==> config.mk <==
export PLATFORM = sky130hd
export DESIGN_NAME = keypad_scan_queue
export DESIGN_NICKNAME = d
export VERILOG_FILES = /design/src/rtl/keypad_pkg.sv /design/src/rtl/keypad_key_fifo.sv /design/src/rtl/keypad_scan_queue.sv
export SDC_FILE = /design/constraint.sdc
export NUM_CORES = 1
export LEC_CHECK = 0
export ABC_AREA = 0
export CAP_MARGIN = 20
export CORE_MARGIN = 2
export CORE_UTILIZATION = 55
export CTS_CLUSTER_SIZE = 25
export DETAILED_ROUTE_END_ITERATION = 8
export DONT_BUFFER_PORTS = 1
export PLACE_DENSITY = 0.7
export SYNTH_ARGS = -nofsm -noshare
export SYNTH_HDL_FRONTEND = slang
export SYNTH_SLANG_ARGS = --single-unit
==> constraint.sdc <==
create_clock -name clk -period 3.3 [get_ports clk]
set_clock_uncertainty 0.05 [all_clocks]
set_input_delay 0.33 -clock clk [delete_from_list [all_inputs] [get_ports clk]]
set_output_delay 0.33 -clock clk [all_outputs]
set_load 0.01 [all_outputs]
==> src/rtl/keypad_pkg.sv <==
// Shared types, defaults and helpers for the keypad scanner and its key queue.
package keypad_pkg;

    localparam int DEF_ROWS            = 4;
    localparam int DEF_COLS            = 4;
    localparam int DEF_SCAN_CYCLES     = 2;
    localparam int DEF_DEBOUNCE_CYCLES = 4;
    localparam int DEF_FIFO_DEPTH      = 4;
    localparam int DEF_REPEAT_CYCLES   = 8;

    typedef enum logic [1:0] {
        SCAN     = 2'd0,
        DEBOUNCE = 2'd1,
        HELD     = 2'd2
    } scan_state_t;

    // Linear key number: keys are numbered row-major across the matrix.
    function automatic int unsigned key_code(input int unsigned row,
                                             input int unsigned col,
                                             input int unsigned cols);
        return row * cols + col;
    endfunction

endpackage

==> src/rtl/keypad_key_fifo.sv <==
// Synchronous key-code FIFO with occupancy count and a sticky overflow flag.
// A push into a full queue succeeds only if a pop happens in the same clock.
module keypad_key_fifo
    import keypad_pkg::*;
#(
    parameter  int DEPTH = DEF_FIFO_DEPTH,
    parameter  int WIDTH = 4,
    localparam int CNT_W = $clog2(DEPTH + 1)
) (
    input  logic             clk,
    input  logic             rst,
    input  logic             i_push,
    input  logic [WIDTH-1:0] i_push_data,
    input  logic             i_pop,
    input  logic             i_clr_overflow,
    output logic [WIDTH-1:0] o_head,
    output logic             o_valid,
    output logic [CNT_W-1:0] o_count,
    output logic             o_overflow
);

    localparam int AW = $clog2(DEPTH);

    logic [WIDTH-1:0] r_mem [DEPTH];
    logic [AW-1:0]    r_wr_ptr;
    logic [AW-1:0]    r_rd_ptr;
    logic [CNT_W-1:0] r_count;
    logic             r_overflow;

    logic w_empty;
    logic w_full;
    logic w_do_pop;
    logic w_do_push;

    assign w_empty   = (r_count == '0);
    assign w_full    = (r_count == CNT_W'(DEPTH));
    assign w_do_pop  = i_pop && !w_empty;
    assign w_do_push = i_push && (!w_full || w_do_pop);

    // Storage write port.
    // NOTE: the storage array has no reset; the count and pointers alone define which entries are live.
    always_ff @(posedge clk) begin
        if (w_do_push) begin
            r_mem[r_wr_ptr] <= i_push_data;
        end
    end

    // Pointers and occupancy; DEPTH is a power of two so the pointers wrap naturally.
    always_ff @(posedge clk or posedge rst) begin
        if (rst) begin
            r_wr_ptr <= '0;
            r_rd_ptr <= '0;
            r_count  <= '0;
        end else begin
            if (w_do_push) r_wr_ptr <= r_wr_ptr + 1'b1;
            if (w_do_pop)  r_rd_ptr <= r_rd_ptr + 1'b1;
            case ({w_do_push, w_do_pop})
                2'b10:   r_count <= r_count + 1'b1;
                2'b01:   r_count <= r_count - 1'b1;
                default: r_count <= r_count;
            endcase
        end
    end

    // Sticky overflow: a dropped push sets it, and setting beats a same-clock clear.
    always_ff @(posedge clk or posedge rst) begin
        if (rst) begin
            r_overflow <= 1'b0;
        end else if (i_push && w_full && !w_do_pop) begin
            r_overflow <= 1'b1;
        end else if (i_clr_overflow) begin
            r_overflow <= 1'b0;
        end
    end

    assign o_head     = w_empty ? '0 : r_mem[r_rd_ptr];
    assign o_valid    = !w_empty;
    assign o_count    = r_count;
    assign o_overflow = r_overflow;

endmodule

==> src/rtl/keypad_scan_queue.sv <==
// Keypad matrix scanner with press/release debounce feeding a key-code FIFO.
// Optional build macro: KEYPAD_AUTO_REPEAT_EN enables auto-repeat while a key is held.
module keypad_scan_queue
    import keypad_pkg::*;
#(
    parameter  int ROWS            = DEF_ROWS,
    parameter  int COLS            = DEF_COLS,
    parameter  int SCAN_CYCLES     = DEF_SCAN_CYCLES,
    parameter  int DEBOUNCE_CYCLES = DEF_DEBOUNCE_CYCLES,
    parameter  int FIFO_DEPTH      = DEF_FIFO_DEPTH,
    parameter  int REPEAT_CYCLES   = DEF_REPEAT_CYCLES,
    localparam int KEY_W           = $clog2(ROWS * COLS),
    localparam int CNT_W           = $clog2(FIFO_DEPTH + 1)
) (
    input  logic             clk,
    input  logic             RST,
    input  logic [ROWS-1:0]  RowIn,
    output logic [COLS-1:0]  ColOut,
    output logic             key_valid,
    output logic [KEY_W-1:0] key_code,
    input  logic             key_ready,
    output logic [CNT_W-1:0] fifo_count,
    output logic             overflow,
    input  logic             clr_overflow,
    output logic             busy
);

    localparam int ROW_W = $clog2(ROWS);
    localparam int COL_W = $clog2(COLS);
    localparam int DW_W  = $clog2(SCAN_CYCLES + 1);
    localparam int DB_W  = $clog2(DEBOUNCE_CYCLES + 1);

    // Elaboration-time sanity check on the configuration.
    if (ROWS < 2 || ROWS > 8 || COLS < 2 || COLS > 8 || SCAN_CYCLES < 1 ||
        DEBOUNCE_CYCLES < 1 || FIFO_DEPTH < 2 ||
        (FIFO_DEPTH & (FIFO_DEPTH - 1)) != 0 || REPEAT_CYCLES < 1) begin : g_bad_params
        $error("keypad_scan_queue: parameter out of range");
    end

    scan_state_t      r_state;
    logic [COL_W-1:0] r_col;
    logic [COLS-1:0]  r_col_out;
    logic [DW_W-1:0]  r_dwell;
    logic [DB_W-1:0]  r_cnt;
    logic [ROW_W-1:0] r_row;
    logic             r_busy;

    logic             w_any_low;
    logic [ROW_W-1:0] w_low_row;
    logic             w_row_low;
    logic [COL_W-1:0] w_next_col;
    logic [COLS-1:0]  w_strobe_next;
    logic             w_dwell_done;
    logic             w_db_done;
    logic             w_push_first;
    logic             w_push_rep;
    logic             w_push;
    logic [KEY_W-1:0] w_push_code;

    assign w_any_low     = ~&RowIn;
    assign w_row_low     = !RowIn[r_row];
    assign w_next_col    = (r_col == COL_W'(COLS - 1)) ? '0 : r_col + 1'b1;
    assign w_strobe_next = ~(COLS'(1) << w_next_col);
    assign w_dwell_done  = (r_dwell == DW_W'(SCAN_CYCLES - 1));
    assign w_db_done     = (r_cnt == DB_W'(DEBOUNCE_CYCLES - 1));
    assign w_push_first  = (r_state == DEBOUNCE) && w_row_low && w_db_done;
    assign w_push        = w_push_first || w_push_rep;
    assign w_push_code   = KEY_W'(keypad_pkg::key_code(32'(r_row), 32'(r_col), COLS));

    // Priority pick of the lowest-index active (low) row.
    // NOTE: default assignment first so every path assigns the output and no latch is inferred.
    always_comb begin
        w_low_row = '0;
        for (int i = ROWS - 1; i >= 0; i--) begin
            if (!RowIn[i]) w_low_row = ROW_W'(i);
        end
    end

    // Scanner FSM: column dwell, press debounce, release debounce; registered strobe and busy.
    // NOTE: all state here uses non-blocking assignments so every register sees pre-edge values.
    always_ff @(posedge clk or posedge RST) begin
        if (RST) begin
            r_state   <= SCAN;
            r_col     <= '0;
            r_col_out <= ~COLS'(1);
            r_dwell   <= '0;
            r_cnt     <= '0;
            r_row     <= '0;
            r_busy    <= 1'b0;
        end else begin
            case (r_state)
                SCAN: begin
                    if (w_dwell_done) begin
                        r_dwell <= '0;
                        if (w_any_low) begin
                            r_row   <= w_low_row;
                            r_cnt   <= '0;
                            r_state <= DEBOUNCE;
                            r_busy  <= 1'b1;
                        end else begin
                            r_col     <= w_next_col;
                            r_col_out <= w_strobe_next;
                        end
                    end else begin
                        r_dwell <= r_dwell + 1'b1;
                    end
                end
                DEBOUNCE: begin
                    if (!w_row_low) begin
                        r_state   <= SCAN;
                        r_busy    <= 1'b0;
                        r_cnt     <= '0;
                        r_col     <= w_next_col;
                        r_col_out <= w_strobe_next;
                    end else if (w_db_done) begin
                        r_state <= HELD;
                        r_cnt   <= '0;
                    end else begin
                        r_cnt <= r_cnt + 1'b1;
                    end
                end
                HELD: begin
                    if (w_row_low) begin
                        r_cnt <= '0;
                    end else if (w_db_done) begin
                        r_state   <= SCAN;
                        r_busy    <= 1'b0;
                        r_cnt     <= '0;
                        r_col     <= w_next_col;
                        r_col_out <= w_strobe_next;
                    end else begin
                        r_cnt <= r_cnt + 1'b1;
                    end
                end
                default: begin
                    r_state <= SCAN;
                    r_busy  <= 1'b0;
                    r_cnt   <= '0;
                end
            endcase
        end
    end

`ifdef KEYPAD_AUTO_REPEAT_EN
    localparam int RP_W = $clog2(REPEAT_CYCLES + 1);

    logic [RP_W-1:0] r_rep;

    assign w_push_rep = (r_state == HELD) && w_row_low &&
                        (r_rep == RP_W'(REPEAT_CYCLES - 1));

    // Repeat interval counter: runs while the held row stays low, clears on any high sample.
    always_ff @(posedge clk or posedge RST) begin
        if (RST) begin
            r_rep <= '0;
        end else if (r_state != HELD || !w_row_low || w_push_rep) begin
            r_rep <= '0;
        end else begin
            r_rep <= r_rep + 1'b1;
        end
    end
`else
    assign w_push_rep = 1'b0;
`endif

    keypad_key_fifo #(
        .DEPTH (FIFO_DEPTH),
        .WIDTH (KEY_W)
    ) u_fifo (
        .clk            (clk),
        .rst            (RST),
        .i_push         (w_push),
        .i_push_data    (w_push_code),
        .i_pop          (key_ready),
        .i_clr_overflow (clr_overflow),
        .o_head         (key_code),
        .o_valid        (key_valid),
        .o_count        (fifo_count),
        .o_overflow     (overflow)
    );

    assign ColOut = r_col_out;
    assign busy   = r_busy;

endmodule

After elaboration in Yosys (flattened, before gate mapping)

Memories as Yosys holds them, arrays and structs flattened.
Cells that the tools add are included.

Add/sub/neg operators: 8
Magnitude comparators: 1
Eq/ne operators: 15
Shift operators: 1
Mux-type cells: 45
Bitwise operators: 2
Reductions and logical operators: 22

Operators by type and width:

| operator                                         | number |
|---|---|
| 2-to-1 mux 2 bit                                 | 17 |
| 2-to-1 mux 4 bit                                 | 6 |
| 2-to-1 mux 3 bit                                 | 5 |
| one-hot mux 2 bit (3 select lines)               | 2 |
| one-hot mux 4 bit (3 select lines)               | 1 |
| 2-to-1 mux 1 bit                                 | 10 |
| inequality test 2 bit (second input constant)    | 5 |
| AND reduction 5 bit                              | 2 |
| one-hot mux 3 bit (3 select lines)               | 1 |
| adder 2 x 1 -> 2 bit (second input constant)     | 4 |
| adder 3 x 1 -> 3 bit (second input constant)     | 2 |
| == test 2 x 1 -> 1 bit (second input constant)   | 3 |
| == test 2 bit (second input constant)            | 3 |
| logical AND 1 bit                                | 6 |
| one-hot mux 3 bit (2 select lines)               | 1 |
| AND reduction 6 bit                              | 1 |
| adder 4 x 2 -> 4 bit                             | 1 |
| logical NOT 1 bit                                | 4 |
| inverter 4 bit                                   | 1 |
| AND reduction 4 bit                              | 1 |
| nonzero test 2 bit                               | 2 |
| left shift 1 x 2 -> 4 bit (first input constant) | 1 |
| == test 3 x 2 -> 1 bit (second input constant)   | 1 |
| == test 3 bit (second input constant)            | 1 |
| other kinds (13)                                 | 13 |

Flip-flop bits (word level): 24
RAM bits: 16
Output and inout bits: 14
Word-level logic and storage cells: 106
Memories: 1

Memory list:

| memory       | words | width | read ports | clocked after Yosys merged registers in | wr ports | line                  | text |
|---|---|---|---|---|---|---|---|
| u_fifo.r_mem | 4     | 4     | 1          | 0                                       | 1        | keypad_key_fifo.sv:24 | `logic [WIDTH-1:0] r_mem [DEPTH];` |

Depth between registers and ports, before layout

Word-level depth: 8
Gate-level depth with buffers: 10
Mapped depth without buffers: 9

Modules after synthesis

Synthesis repeated with hierarchy kept, for this count alone.

Cells, all modules: 156
Area total of the unflattened synthesis: 2016.9 um2

By module, submodules not included:

| module            | instances | cells an instance | area an instance (um2) | sequential area each (um2) |
|---|---|---|---|---|
| keypad_key_fifo   | 1         | 68                | 1079.8                 | 680.7 |
| keypad_scan_queue | 1         | 88                | 937.1                  | 404.1 |

Worst setup path after synthesis

Ideal clock, no wire load.

Path type: register -> register
From: register r_row[0]
To: register u_fifo.r_count[1] (netlist: u_fifo.o_count[1])
Library setup time: 0.105 ns
Arrival time: 2.539 ns
Data required time: 3.145 ns
Setup slack: 0.606 ns
Stages on the path, launching flop included: 9
Buffers on the path: 1
Clock period less this slack: 2.694 ns
Cells stage by stage: dfrtp_1 -> mux4_2 -> nor3_1 -> buf_2 -> nor2_1 -> fa_1 -> nor2_1 -> mux2_2 -> nor4b_1

Word-level cells in the longest chain between the ends: 8
Elaborated cells between the ends (all ways): 10

RTL lines:

| item                                                                     | line                    | text |
|---|---|---|
| start, declared                                                          | keypad_scan_queue.sv:45 | `logic [ROW_W-1:0] r_row;` |
| start signal, assigned                                                   | keypad_scan_queue.sv:96 | `r_row <= w_low_row;` |
| binary-select mux 1 bit (select 2 bit) *                                 | keypad_scan_queue.sv:61 | `assign w_row_low = !RowIn[r_row];` |
| 2-to-1 mux 1 bit (not written as such) *                                 | keypad_scan_queue.sv:61 |  |
| logical NOT 1 bit *                                                      | keypad_scan_queue.sv:61 |  |
| logical AND 1 bit * (2 in series)                                        | keypad_scan_queue.sv:66 | `assign w_push_first = (r_state == DEBOUNCE) && w_row_low && w_db_done;` |
| logical AND 1 bit *                                                      | keypad_key_fifo.sv:38   | `assign w_do_push = i_push && (!w_full \|\| w_do_pop);` |
| == test 2 x 1 -> 1 bit or == test 2 bit (tied branches)                  | keypad_key_fifo.sv:57   | `case ({w_do_push, w_do_pop})` |
| one-hot mux 3 bit (2 select lines) or nonzero test 2 bit (tied branches) | --                      |  |
| end signal, assigned                                                     | keypad_key_fifo.sv:58   | `2'b10: r_count <= r_count + 1'b1;` |
| end signal, assigned                                                     | keypad_key_fifo.sv:59   | `2'b01: r_count <= r_count - 1'b1;` |
| end signal, assigned                                                     | keypad_key_fifo.sv:60   | `default: r_count <= r_count;` |
| end, declared                                                            | keypad_key_fifo.sv:27   | `logic [CNT_W-1:0] r_count;` |

Every way passes the cells marked *; elsewhere a longest branch is shown, timed or not. The select of a mux whose other input is x is not followed.
A chain may end at the register's enable or synchronous reset.

Final worst setup path

Same ends and word-level chain as after synthesis.

==> impl_table.tex <==
\begin{tabular}{lr}
\hline
Metric & Value \\
\hline
\multicolumn{2}{l}{\textbf{Worst setup path}} \\
\quad Startpoint kind of the worst setup timing path & flip-flop \\
\quad Worst path max stage delay & around 0.6 ns \\
\quad Stages on the worst setup path & 7 \\
\quad Cell Chain, Critical Path & mux4\_2, nor3\_1, nor2\_1, fa\_1, nor2\_1, mux2\_2, nor4b\_1 \\
\quad Critical Path Slowest Stage Cell & sky130\_fd\_sc\_hd\_\_mux4\_2 \\
\quad R2R cell count & 7 \\
\quad Data arrival time of the critical path & 2.87 ns \\
\quad Worst-path maximum fanout & 7 \\
\quad Endpoint class of the critical path & flip-flop \\
\quad Worst Setup Path Type & reg -> reg \\
\quad Worst endpoint required time & between 3 and 4 ns \\
\quad Sum of buffers and inverters on the critical path & 0 \\
\quad Family with the most delay on the worst path & multiplexers \\
\quad Most frequent CP cell & sky130\_fd\_sc\_hd\_\_nor2\_1 \\
\multicolumn{2}{l}{\textbf{Synth}} \\
\quad Main flop type after synthesis & sky130\_fd\_sc\_hd\_\_dfrtp\_1 \\
\quad Number of storage elements in the synthesis netlist & 40 \\
\quad Mean area per synthesized cell & $\sim$12 µm² \\
\quad Unique masters post-synth & 45 \\
\quad Syn Inst Count & roughly 170 \\
\quad Number of nets in the synthesized netlist & 189 \\
\quad Count of flip-flops with a built-in enable after synthesis & 16 \\
\quad Register area share after synthesis & a little over half \\
\quad FFs w/ async S/R, synth & approximately three fifths \\
\quad Mapped Area & just over 0.002 mm² \\
\quad Count of yosys warnings during synthesis & 0 \\
\multicolumn{2}{l}{\textbf{Job}} \\
\quad Max capacitance violation total & 0 \\
\multicolumn{2}{l}{\textbf{Clocking}} \\
\quad Clock tree from TritonCTS & done \\
\quad Insertion delay of the later-clocked pin in the worst-skew pair & about 0.30 ns \\
\quad Clk pin slew, worst setup/hold paths & approximately 0.08 ns \\
\quad CTS Root Buffer Type & sky130\_fd\_sc\_hd\_\_clkbuf\_8 \\
\quad Number of CTS-inserted buffers & 5 \\
\quad Bufs on Longest Clock Path & 2 \\
\quad Post-CTS Hold Fix Bufs & 0 \\
\quad CTS H-tree lvls & 2 \\
\quad PostCTS Resize Cnt & 0 \\
\quad Total number of clock tree sinks & 40 \\
\quad Post CTS Setup Buffer Count & 0 \\
\multicolumn{2}{l}{\textbf{STA}} \\
\quad Setup repair after global routing missed its margin & false \\
\quad Final-report setup violation count & 0 \\
\quad Relative slew margins & 39.7\% \\
\quad Period Utilization, post-route & around 83\% \\
\quad Number of max-slew violations in the final report & 0 \\
\quad Achievable clock frequency & around 370 MHz \\
\quad Aggregate negative setup slack & 0 ns \\
\quad Final critical delay including setup and external delays & 2.73 ns \\
\quad Worst Tran Pin Value & between 0.9 and 1 ns \\
\quad Final count of hold timing violations & 0 \\
\multicolumn{2}{l}{\textbf{Floorplan}} \\
\quad X dimension of the die & 65.4 µm \\
\quad Initial standard-cell utilization of the core & approximately 57\% \\
\quad Core Box Area & 0.00363 mm² \\
\quad Die Outline Area & 0.00428 mm² \\
\quad Cell row count & 22 \\
\quad Floorplan die height & 65.4 µm \\
\quad Number of primary I/O pins & 22 \\
\multicolumn{2}{l}{\textbf{Finish}} \\
\quad Most frequent standard cell in the layout excluding fill and tap cells & sky130\_fd\_sc\_hd\_\_dfrtp\_1 \\
\quad Net count of the finished layout & about 190 \\
\quad Number of antenna diodes & 0 \\
\quad Area grow syn2layout & 7.66\% \\
\quad Commonest cells after routing, fill and taps aside & 21 x sky130\_fd\_sc\_hd\_\_dfrtp\_1, 16 x sky130\_fd\_sc\_hd\_\_inv\_1, 16 x sky130\_fd\_sc\_hd\_\_edfxtp\_1 \\
\quad Share of final-layout standard cells stronger than drive strength 1 & roughly 18\% \\
\quad Final cell utilization of the core & 61.4\% \\
\quad Filler cells & about 300 \\
\multicolumn{2}{l}{\textbf{Place}} \\
\quad Number of buffer cells added on primary ports & 0 \\
\quad RePlAce Congestion & just under 0.8 \\
\quad Placed wire-length estimate after detailed placement & $\sim$2.5 mm \\
\multicolumn{2}{l}{\textbf{Drt}} \\
\quad Final wirelength & between 3 and 4 mm \\
\quad DRC marker count from the first detailed-route iteration & 80 \\
\quad Total iterations of the first detailed-routing run & 4 \\
\quad Count of antenna-violating nets left after detailed routing & 0 \\
\quad WL/cell & between 15 and 20 µm \\
\quad Remaining design rule violation count & 0 \\
\quad Vias/cell & between 5 and 6 \\
\quad Total number of vias & around 1.2k \\
\multicolumn{2}{l}{\textbf{Min path}} \\
\quad Min-Delay Path Class & in -> async \\
\multicolumn{2}{l}{\textbf{Outcome}} \\
\quad Run status & complete, no violations \\
\multicolumn{2}{l}{\textbf{GRT}} \\
\quad GRT overflow & 0 \\
\quad First-pass GRT wire length & between 5 and 6 mm \\
\quad Vias in the first global route & between 1k and 1.5k \\
\quad Global-route usage over all layers & between 15 and 20\% \\
\quad Antenna violations before repair & 0 \\
\quad Maximum number of pins on one net before global-route repair & 25 \\
\multicolumn{2}{l}{\textbf{Pwr}} \\
\quad Power Dens Cells & approximately 850 mW/mm² \\
\quad Leak & 0.952 nW \\
\quad Peak ir drop on the vdd network & between 0.4 and 0.5 mV \\
\hline
\end{tabular}
through the flow:
step	instances	cell area (µm²)	power (mW)	setup slack [ns]	hold WS (ns)
2_1_floorplan	167	2070	1.38	0.606	0.292
3_3_place_gp	210	2120	1.46	0.701	0.368
6_report	218	2230	1.90	0.574	0.0624
3_5_place_dp	210	2120	1.51	0.582	0.382
4_1_cts	218	2230	1.92	0.556	0.0574
5_1_grt	218	2230	2.02	0.389	0.0570
report_power, final:
| part | switching, mW | internal (mW) | total (mW) |
|---|---|---|---|
| Sequential | 0.177 | 0.663 | 0.841 |
| Combinational | 0.315 | 0.332 | 0.647 |
| Clock | 0.182 | 0.228 | 0.410 |
| Total | 0.675 | 1.22 | 1.90 |
worst paths after layout:
check	startpoint	end	slack (ns)
worst max-delay path	r_row[0]$_DFFE_PP0P_	u_fifo.o_count[1]$_DFFE_PP0P_	0.57
worst min-delay path	RST	u_fifo.o_count[2]$_DFFE_PP0P_	0.06
worst max register to register	r_row[0]$_DFFE_PP0P_	u_fifo.o_count[1]$_DFFE_PP0P_	0.57
worst min register to register	r_dwell[0]$_DFFE_PP0P_	r_dwell[0]$_DFFE_PP0P_	0.44
max in group asynchronous	RST	u_fifo.o_overflow$_DFFE_PP0P_	2.59
min in group clk	RowIn[1]	r_row[0]$_DFFE_PP0P_	0.07
synth_stat cells, types with 2 or more instances:
master / n / area (µm²)
sky130_fd_sc_hd__mux2_4: 2 / 30.0
sky130_fd_sc_hd__o22ai_1: 2 / 12.5
sky130_fd_sc_hd__o21ai_0: 5 / 25.0
sky130_fd_sc_hd__and2b_1: 2 / 15.0
sky130_fd_sc_hd__nor2_1: 9 / 33.8
sky130_fd_sc_hd__mux4_2: 5 / 113
sky130_fd_sc_hd__mux2i_1: 6 / 60.1
sky130_fd_sc_hd__mux2_2: 3 / 33.8
sky130_fd_sc_hd__dfstp_2: 3 / 78.8
sky130_fd_sc_hd__nor2b_1: 5 / 31.3
sky130_fd_sc_hd__inv_1: 16 / 60.1
sky130_fd_sc_hd__or3_2: 2 / 15.0
sky130_fd_sc_hd__xnor2_1: 5 / 43.8
sky130_fd_sc_hd__a21oi_1: 6 / 30.0
sky130_fd_sc_hd__ha_1: 13 / 163
sky130_fd_sc_hd__nand3b_1: 2 / 15.0
sky130_fd_sc_hd__and3_1: 5 / 31.3
sky130_fd_sc_hd__nor3_1: 3 / 15.0
sky130_fd_sc_hd__nand2_1: 5 / 18.8
sky130_fd_sc_hd__a211oi_1: 2 / 15.0
sky130_fd_sc_hd__clkbuf_1: 4 / 15.0
sky130_fd_sc_hd__nand2b_1: 3 / 18.8
sky130_fd_sc_hd__dfrtp_1: 21 / 526
sky130_fd_sc_hd__nand3_1: 2 / 10.0
sky130_fd_sc_hd__edfxtp_1: 16 / 480
kinds of logic after synthesis:
logic type / share of synthesized area [%]
xor gates and xnor gates: 2.53
and+or+nand+nor: 12.7
buffers and inverters: 4.10
adders and majority gates: 8.81
muxes: 11.4
DFF: 52.3
AOI/OAI and AO/OA: 8.09
state kept, by name (all words and copies together) (netlist names), 2 cells and up:
name and count:
ColOut 4, r_cnt 3, r_col 2, r_dwell 2, r_row 2, r_state 2, u_fifo.o_count 3, u_fifo.r_mem 16
u_fifo.r_rd_ptr 2, u_fifo.r_wr_ptr 2
area by class of cell:
class / instances / area [µm²] / share of cell area [%]
multi-input cells: 105 / 903 / 40.5
clock buffers: 5 / 68.8 / 3.08
repair buffers: 1 / 7.51 / 0.336
well taps: 48 / 60.1 / 2.69
flip-flops and latches: 40 / 1080 / 48.6
inverters: 16 / 60.1 / 2.69
clock inverters: 3 / 47.5 / 2.13
metal layers:
| metal | routed length (µm) | global-route usage (%) |
|---|---|---|
| met5 | 0 | 0 |
| met4 | 50 | 7.03 |
| met3 | 203 | 7.53 |
| met2 | 1630 | 29.5 |
| met1 | 1520 | 20.3 |
(Power assumes the default switching activity.)
==> variant: new RTL, same settings <==
Re-encode `scan_state_t` (3 states) as one-hot, 3 bits wide.
--- a/src/rtl/keypad_pkg.sv
+++ b/src/rtl/keypad_pkg.sv
@@ -8,10 +8,10 @@
     localparam int DEF_FIFO_DEPTH      = 4;
     localparam int DEF_REPEAT_CYCLES   = 8;
 
-    typedef enum logic [1:0] {
-        SCAN     = 2'd0,
-        DEBOUNCE = 2'd1,
-        HELD     = 2'd2
+    typedef enum logic [2:0] {
+        SCAN     = 3'b001,
+        DEBOUNCE = 3'b010,
+        HELD     = 3'b100
     } scan_state_t;
 
     // Linear key number: keys are numbered row-major across the matrix.
Function: same outputs for any inputs over 10 cycles, from zero or initial values and one cycle with RST high; not proved beyond that.
==> variant against the original RTL <==
- design area shrank 6.8%
- power shrank 15%
- sequential cell count grew 1
- wire length shrank 13%
- first-iteration DRC count shrank 30%
- clock power shrank 41%
- worst setup slack lost 0.14 ns
- area after synthesis shrank 4.6%
- critical path type unchanged
- largest cell class unchanged
- highest routed layer unchanged
==> variant: results (changes against the original RTL) <==
STA
  • Slew headroom: 36.8% (was 39.7%)
  • Min Hold Slack: 0.00314 ns (was 0.0624 ns)

Drt
  • Initial DRC count: 56 (was 80)
  • Metal-1 WL: 1280 um (was 1520 um)
  • DR WL/cell: 14.5 um (was 15.6 um)
  • Metal3 WL: 169 um (was 203 um)
  • Highest metal used: met4 (unchanged)
  • Met2 wire length: 1450 um (was 1630 um)
  • Vias: 1,139 (was 1,216)

Power
  • Psw: 0.589 mW (was 0.675 mW)
  • Pleak: 0.862 nW (was 0.952 nW)
  • Max VDD drop: 0.000493 V (was 0.000441 V)

Clock network
  • Htree depth: 2 (unchanged)
  • Clock transition at path regs: 0.12 ns (was 0.08 ns)
  • Root buffer cell: clkbuf_4 (was clkbuf_8)
  • Clk_lat worst skew: 0.36 ns (was 0.30 ns)
  • Cts bufs inserted: 5 (unchanged)

Logic synthesis
  • Area contributors post-synth: dfrtp_1, edfxtp_1, ha_1 (unchanged)
  • Syn_nets: 173 (was 189)
  • Sequential area share after synthesis: 56.2% (was 52.3%)
  • Netlist cell types: 38 (was 45)
  • Post-synth top area share: 26.6% (was 25.3%)
  • Ys async rst share: 61.0% (was 60.0%)
  • Synth top cells by count: dfrtp_1, edfxtp_1, inv_1 (unchanged)

Status
  • Status: finished, final reports clean (unchanged)

Finish
  • Share of post-route cells with drive strength above 1: 18.9% (was 17.6%)
  • Largest Register: u_fifo.r_mem (unchanged)
  • Net count, final: 177 (was 191)

Worst setup path
  • RR Endpoint: u_fifo.o_count[1] (unchanged)
  • R2R Path Start: r_row[1] (was r_row[0])
  • CP Data Arrival Time: 3.10 ns (was 2.87 ns)
  • Reg2reg setup slack: 0.44 ns (was 0.57 ns)
  • Critical path type: reg -> reg (unchanged)
  • Critical path's slowest cell: mux4_2 (unchanged)
  • Reg2Reg Depth: 8 (was 7)
  • CP top delay family: simple AND/OR/NAND/NOR gates (was multiplexers)
  • Crit-path max FO: 7 (unchanged)
  • Worst stage delay on the critical path: 0.62 ns (was 0.59 ns)

Global route
  • First-pass GRT wire length: 5350 um (was 5580 um)
  • GRT Total Usage: 17.6% (was 17.8%)
  • Largest net degree at the start of global routing: 26 (was 25)
  • Via count of the first global-routing pass: 1,183 (was 1,208)

Min path
  • HP Class: in -> async (unchanged)

Placed design
  • RePlAce Congestion: 0.806 (was 0.783)
  • Placed wire-length estimate: 2200 um (was 2490 um)
## variant: stage by stage
stage          util (%)  power, mW  setup WS (ns)  cells  instance area, um2
6_report           61.4       1.61          0.438    205                2080
5_1_grt            61.4       1.74          0.241    205                2080
4_1_cts            61.4       1.63          0.436    205                2080
3_5_place_dp       59.8       1.38          0.474    197                2030
3_3_place_gp       59.8       1.35          0.555    197                2030
2_1_floorplan         -       1.27          0.636    154                1980
## variant: cell type report
cell class,count,area (um2)
Inverter,16,60.1
Clock inverter,3,17.5
Multi-Input combinational cell,93,790
Tap cell,46,57.6
Clock buffer,5,37.5
Sequential cell,41,1110
Fill cell,269,1310
Timing Repair Buffer,1,7.51
## variant: cell families after synthesis
kind of cell / synth area share (%)
compound gates: 6.71
xor+xnor: 3.10
fa+ha+maj: 7.34
buf+inv: 3.86
flops: 56.2
mux: 10.1
simple gates: 12.7
## variant: worst reg2reg max path, cell delays in order, from the launching register on
cell and delay, ns:
dfrtp_1 0.47, mux4_2 0.62, or4_4 0.53, nor2b_4 0.20
inv_1 0.07, ha_1 0.22, inv_1 0.07, fa_1 0.40
o21ai_0 0.16
## variant: power by group through the flow
stage | Combinational, mW | Sequential, mW | Clock [mW]
final | 0.502 | 0.865 | 0.243
after global routing | 0.575 | 0.890 | 0.280
after CTS | 0.511 | 0.866 | 0.254
after detailed placement | 0.508 | 0.877 | 0
after global placement | 0.484 | 0.870 | 0
after floorplan | 0.458 | 0.809 | 0
## variant: routing by layer
| layer | up-vias | global-route usage, % |
|---|---|---|
| met5 | - | 0 |
| met4 | 0 | 10.6 |
| met3 | 8 | 6.16 |
| met2 | 25 | 28.0 |
| met1 | 561 | 20.6 |
| li1 | 545 | - |
